$ cat config.mk
export PLATFORM = sky130hd
export DESIGN_NAME = uart_rx_frontend
export DESIGN_NICKNAME = d
export VERILOG_FILES = /design/src/rtl/uart_rx_frontend.sv
export SDC_FILE = /design/constraint.sdc
export NUM_CORES = 1
export LEC_CHECK = 0
export ABC_AREA = 1
export BUFFER_PORTS_ARGS = -buffer_cell sky130_fd_sc_hd__buf_2
export CELL_PAD_IN_SITES_DETAIL_PLACEMENT = 0
export CELL_PAD_IN_SITES_GLOBAL_PLACEMENT = 1
export CORE_AREA = 8 8 147 94
export DETAILED_ROUTE_END_ITERATION = 12
export DIE_AREA = 0 0 155 102
export PLACE_DENSITY_LB_ADDON = 0.05
export SYNTH_ARGS = -nofsm -noshare
export SYNTH_HDL_FRONTEND = slang
export SYNTH_SLANG_ARGS = --single-unit
$ cat constraint.sdc
create_clock -name clk -period 2 [get_ports clk]
set_input_delay 0.2 -clock clk [delete_from_list [all_inputs] [get_ports clk]]
set_output_delay 0.2 -clock clk [all_outputs]
set_load 0.02 [all_outputs]
$ cat src/rtl/uart_rx_frontend.sv
// 8N1 UART receiver: 2-flop line synchronizer, mid-bit sampling FSM and a
// first-word-fall-through receive FIFO with frame-error and overrun pulses.
//
// state     | meaning
// ----------|--------------------------------------------------------------
// IDLE      | line idle, waiting for a low level on the synchronized rxd
// START     | half-bit wait, then confirm the start bit is still low
// DATA      | sample 8 data bits LSB first, one per bit period
// STOP      | sample the stop bit; high pushes the byte, low is a frame error
// WAIT_IDLE | after a frame error, hold off until the line returns high
module uart_rx_frontend #(
    parameter int CLKS_PER_BIT = 217,
    parameter int FIFO_DEPTH   = 4
) (
    input  logic                          clk,
    input  logic                          reset,
    input  logic                          rxd,
    output logic [7:0]                    rx_data,
    output logic                          rx_valid,
    input  logic                          rx_ready,
    output logic [$clog2(FIFO_DEPTH):0]   fifo_level,
    output logic                          rx_busy,
    output logic                          frame_err,
    output logic                          overrun
);

    localparam int          PW         = $clog2(FIFO_DEPTH);
    localparam logic [15:0] HALF_LOAD  = 16'(CLKS_PER_BIT / 2 - 1);
    localparam logic [15:0] FULL_LOAD  = 16'(CLKS_PER_BIT - 1);
    localparam logic [PW:0] LEVEL_FULL = (PW + 1)'(FIFO_DEPTH);
    localparam logic [PW:0] LEVEL_ONE  = (PW + 1)'(1);
    localparam logic [PW:0] LEVEL_ZERO = '0;

    typedef enum logic [2:0] {
        S_IDLE      = 3'd0,
        S_START     = 3'd1,
        S_DATA      = 3'd2,
        S_STOP      = 3'd3,
        S_WAIT_IDLE = 3'd4
    } state_t;

    logic          rxd_meta;
    logic          rxd_sync;
    state_t        state;
    logic [15:0]   timer;
    logic [2:0]    bit_idx;
    logic [7:0]    shift_reg;

    logic [7:0]    mem [FIFO_DEPTH];
    logic [PW-1:0] rd_ptr;
    logic [PW-1:0] wr_ptr;
    logic [PW:0]   level;

    logic          timer_done;
    logic          push;
    logic          pop;
    logic          fifo_full;
    logic          do_write;

    always_ff @(posedge clk or posedge reset) begin
        if (reset) begin
            rxd_meta <= 1'b1;
            rxd_sync <= 1'b1;
        end else begin
            rxd_meta <= rxd;
            rxd_sync <= rxd_meta;
        end
    end

    assign timer_done = (timer == 16'd0);
    assign push       = (state == S_STOP) && timer_done && rxd_sync;
    assign pop        = rx_valid && rx_ready;
    assign fifo_full  = (level == LEVEL_FULL);
    // A pop in the same cycle frees the slot, so a full FIFO still accepts the byte.
    assign do_write   = push && (!fifo_full || pop);

    always_ff @(posedge clk or posedge reset) begin
        if (reset) begin
            state     <= S_IDLE;
            timer     <= 16'd0;
            bit_idx   <= 3'd0;
            shift_reg <= 8'd0;
            rx_busy   <= 1'b0;
            frame_err <= 1'b0;
            overrun   <= 1'b0;
        end else begin
            frame_err <= 1'b0;
            overrun   <= push && fifo_full && !pop;
            case (state)
                S_IDLE: begin
                    if (!rxd_sync) begin
                        state   <= S_START;
                        timer   <= HALF_LOAD;
                        rx_busy <= 1'b1;
                    end
                end
                S_START: begin
                    if (!timer_done) begin
                        timer <= timer - 16'd1;
                    end else if (!rxd_sync) begin
                        state   <= S_DATA;
                        timer   <= FULL_LOAD;
                        bit_idx <= 3'd0;
                    end else begin
                        state   <= S_IDLE;
                        rx_busy <= 1'b0;
                    end
                end
                S_DATA: begin
                    if (!timer_done) begin
                        timer <= timer - 16'd1;
                    end else begin
                        shift_reg <= {rxd_sync, shift_reg[7:1]};
                        timer     <= FULL_LOAD;
                        if (bit_idx == 3'd7) begin
                            state <= S_STOP;
                        end else begin
                            bit_idx <= bit_idx + 3'd1;
                        end
                    end
                end
                S_STOP: begin
                    if (!timer_done) begin
                        timer <= timer - 16'd1;
                    end else if (rxd_sync) begin
                        state   <= S_IDLE;
                        rx_busy <= 1'b0;
                    end else begin
                        state     <= S_WAIT_IDLE;
                        frame_err <= 1'b1;
                    end
                end
                S_WAIT_IDLE: begin
                    if (rxd_sync) begin
                        state   <= S_IDLE;
                        rx_busy <= 1'b0;
                    end
                end
                default: begin
                    state   <= S_IDLE;
                    rx_busy <= 1'b0;
                end
            endcase
        end
    end

    // Storage carries no reset; the head is masked to zero whenever the FIFO is empty.
    always_ff @(posedge clk) begin
        if (do_write) begin
            mem[wr_ptr] <= shift_reg;
        end
    end

    always_ff @(posedge clk or posedge reset) begin
        if (reset) begin
            rd_ptr <= '0;
            wr_ptr <= '0;
            level  <= '0;
        end else begin
            if (do_write) begin
                wr_ptr <= wr_ptr + 1'b1;
            end
            if (pop) begin
                rd_ptr <= rd_ptr + 1'b1;
            end
            case ({do_write, pop})
                2'b10:   level <= level + LEVEL_ONE;
                2'b01:   level <= level - LEVEL_ONE;
                default: level <= level;
            endcase
        end
    end

    assign rx_valid   = (level != LEVEL_ZERO);
    assign rx_data    = rx_valid ? mem[rd_ptr] : 8'h00;
    assign fifo_level = level;

endmodule

==> reports/results.tsv <==
metric	value	unit
worst_setup_path_end_kind	flop	
fin_cells	634	
cp_max_fo	4	
crit_chain	nor2_1 > nand2_1 > nor2_2 > nand2_2 > o21ai_4 > fa_2 > inv_1 > nand2_1 > o21ai_1	
rr_worst_depth	9	
slew_headroom	63.97	%
hp-class	flop to flop	
holdPathEnd	rxd_sync$_DFF_PP1_	
clockPowerShare	38.2	%
syn_area	3735	µm²
synth_edf_count	32	
grt_pass1_vias	2808	
largest_reg_flops	32	
min_period	1866	ps
finalHoldViolCount	0	
layout_setup_ws	134.3	ps
clockBufferDepth	2	
total_power	4.636	mW
final_max_slew_viol_count	0	
die_area	15810	µm²
cts_tree	yes	
vias	2816	
finClkSkew	5.137	ps
finish.utilization	39.38	%
dp_hpwl	7.671	mm
pwr_density_cell	1008	nW/µm²
syn_avg_cell_area	9.154	µm²
netlist_top_cells_area	dfrtp_1 27%, edfxtp_1 26%, nand2_1 7.6%	
grt_usage	13.48	%
cp.required	2260	ps
pre_cts_slack	54.71	ps
initial_core_util	31.99	%
holdWs	356.1	ps
grt_max_degree	20	
timing.rr.end	fifo_level[1]$_DFFE_PP0P_	
firstDrtPassIters	4	
antenna_found_initial	0	
p_comb_share	25.4	%
gp_congestion	0.7737	
synthFlopType	dfrtp_1	
clock_latency	330	ps
ys_seq_area_share	53.94	%
p_sw	1.479	mW
placed_cells	615	
synthMuxAreaShare	2.111	%
clock.fmax	0.5360	GHz
drt-vias-per-instance	4.442	
crit_family	simple AND/OR/NAND/NOR gates	
regToRegSetupSlack	130	ps
drc	0	
intPower	3.157	mW
drtIter0Drc	162	
p_sw_share	31.90	%
whs_path_depth	0	
fill_cells	1193	
synth_top_family_by_area	simple AND/OR/NAND/NOR gates	
vdd_drop_max	512.7	µV
port_buffers	18	
ant_nets	0	
drive_gt1_share	25.59	%
detail_route.wl_per_cell	15.44	µm
grt-ovfl-total	0	
leakage	2.111	nW
status	complete, no violations	
worstMarginPinSlew	536.3	ps
crit_top_cell	nand2_1	
yosys.area_share.simple	26.30	%
worstPathArrival	2130	ps
maxCapViolCount	0	
syn_inst	408	
numCtsBuffers	9	
post_dp_cell_area	4222	µm²
placementRows	31	
htreeDepth	3	
synth_compound_area_share	8.241	%
netlist.area_leader.share	26.80	%
worst-setup-path-type	flop to flop	
dieHeight	102	µm
synth_fa_ha_area_share	2.881	%
die_w	155	µm
nets	476	
clock-sinks	74	
antennaDiodeCount	0	
path_buf_inv	1	
min_period_over_period	93.28	%
cpPeakStageDelay	450	ps
routed_wl	9.789	mm
fin_area	4598	µm²
synthArstFlopShare	56.76	%
synth-xor-area-share	1.407	%
ys_ff_latch	74	
core	11670	µm²
startpoint_type	flop	
path_clk_slew	60	ps
yosysTopAreaCell	dfrtp_1	
synth.distinct_cells	34	
p_seq_share	36.5	%
setup_viol	0	
setup_tns	0	ps
r2r_start	timer[6]$_DFFE_PP0P_	
grt_pass1_wl	15.88	mm
io_pins	19	
min_from	rxd_meta$_DFF_PP1_	
yosysWarnings	0	
syn-num-nets	420	
slowest_stage	fa_2	
cts_root_buf	clkbuf_16	
syn_to_final_growth	23.12	%
worst max path at each step:
stage / startpoint / to / slack, ps / cells after the start
after global routing: timer[0]$_DFFE_PP0P_ / mem[3][5]$_DFFE_PP_ / -4 / 9
after detailed placement: timer[0]$_DFFE_PP0P_ / mem[3][0]$_DFFE_PP_ / 50 / 9
after floorplan: timer[0]$_DFFE_PP0P_ / mem[0][0]$_DFFE_PP_ / -100 / 8
after global placement: timer[13]$_DFFE_PP0P_ / mem[3][1]$_DFFE_PP_ / 90 / 8
final: timer[6]$_DFFE_PP0P_ / fifo_level[1]$_DFFE_PP0P_ / 130 / 9
after CTS: timer[0]$_DFFE_PP0P_ / mem[3][0]$_DFFE_PP_ / 40 / 9
Yosys cell counts, drive strengths merged, types with 3 or more instances:
cell type  count
mux2           7
nand4          6
inv           43
o21ai         37
nand3         24
a21oi         17
buf            3
nor2          85
nand2         85
edfxtp        32
nand3b         3
dfrtp         40
ha             7
xor2           4
nor3           4
power groups by stage:
stage	Combinational [mW]	Sequential, mW	Clock (mW)
after floorplan	0.741	1.73	0
after global placement	1.18	1.72	0
after detailed placement	1.18	1.72	0
after CTS	1.18	1.69	1.83
after global routing	1.36	1.70	1.88
final	1.18	1.69	1.77
layer usage:
| metal | GRT usage (%) | part of all wire (%) |
|---|---|---|
| met5 | 0 | 0 |
| met1 | 22.43 | 59 |
| met3 | 3.674 | 7.7 |
| met4 | 3.596 | 0.35 |
| met2 | 15.46 | 33 |
area by class of cell:
| type | instances | area, µm² | share of cell area (%) |
|---|---|---|---|
| sequential | 74 | 2014 | 43.81 |
| multi-input combinational | 286 | 1551 | 33.74 |
| timing repair buffer | 50 | 335.3 | 7.293 |
| clock buffer | 9 | 225.2 | 4.898 |
| tap | 165 | 206.4 | 4.490 |
| inverter | 43 | 163.9 | 3.565 |
| clock inverter | 7 | 101.3 | 2.204 |
cells by family (layout without fill, tap and decap cells):
| logic type | after synthesis | after routing |
|---|---|---|
| multiplexers | 7 | 7 |
| flip-flops | 74 | 74 |
| AND/OR/NAND/NOR | 207 | 207 |
| XOR/XNOR | 6 | 6 |
| buffers and inverters | 48 | 109 |
| AO/OA/AOI/OAI | 58 | 58 |
| adder cells (fa/ha/maj) | 8 | 8 |
timing repair:
| item | in CTS | in global routing |
|---|---|---|
| resized for setup | 0 | 8 |
| hold buffers | 2 | 0 |
| endpoints found under the hold margin | 14 | 0 |
| setup buffers | 0 | 1 |
| setup endpoints to repair | 0 | 35 |
placed cells by master, fill, tap and decap left out, types with 13 or more instances in the layout:
master,instances
nand2_1,75
nor2_1,65
dfrtp_1,40
inv_1,33
edfxtp_1,32
buf_4,30
o21ai_0,26
nand3_1,20
buf_2,18
a21oi_1,17
nor2_2,13
worst reg2reg max path: cells and delay by family (launching register included):
kind / cells / cell delay, ps
buf+inv: 1 / 60
compound gates: 2 / 230
fa+ha+maj: 1 / 450
flops: 1 / 400
simple gates: 5 / 640
No activity file was read; power rests on OpenSTA's default activity.
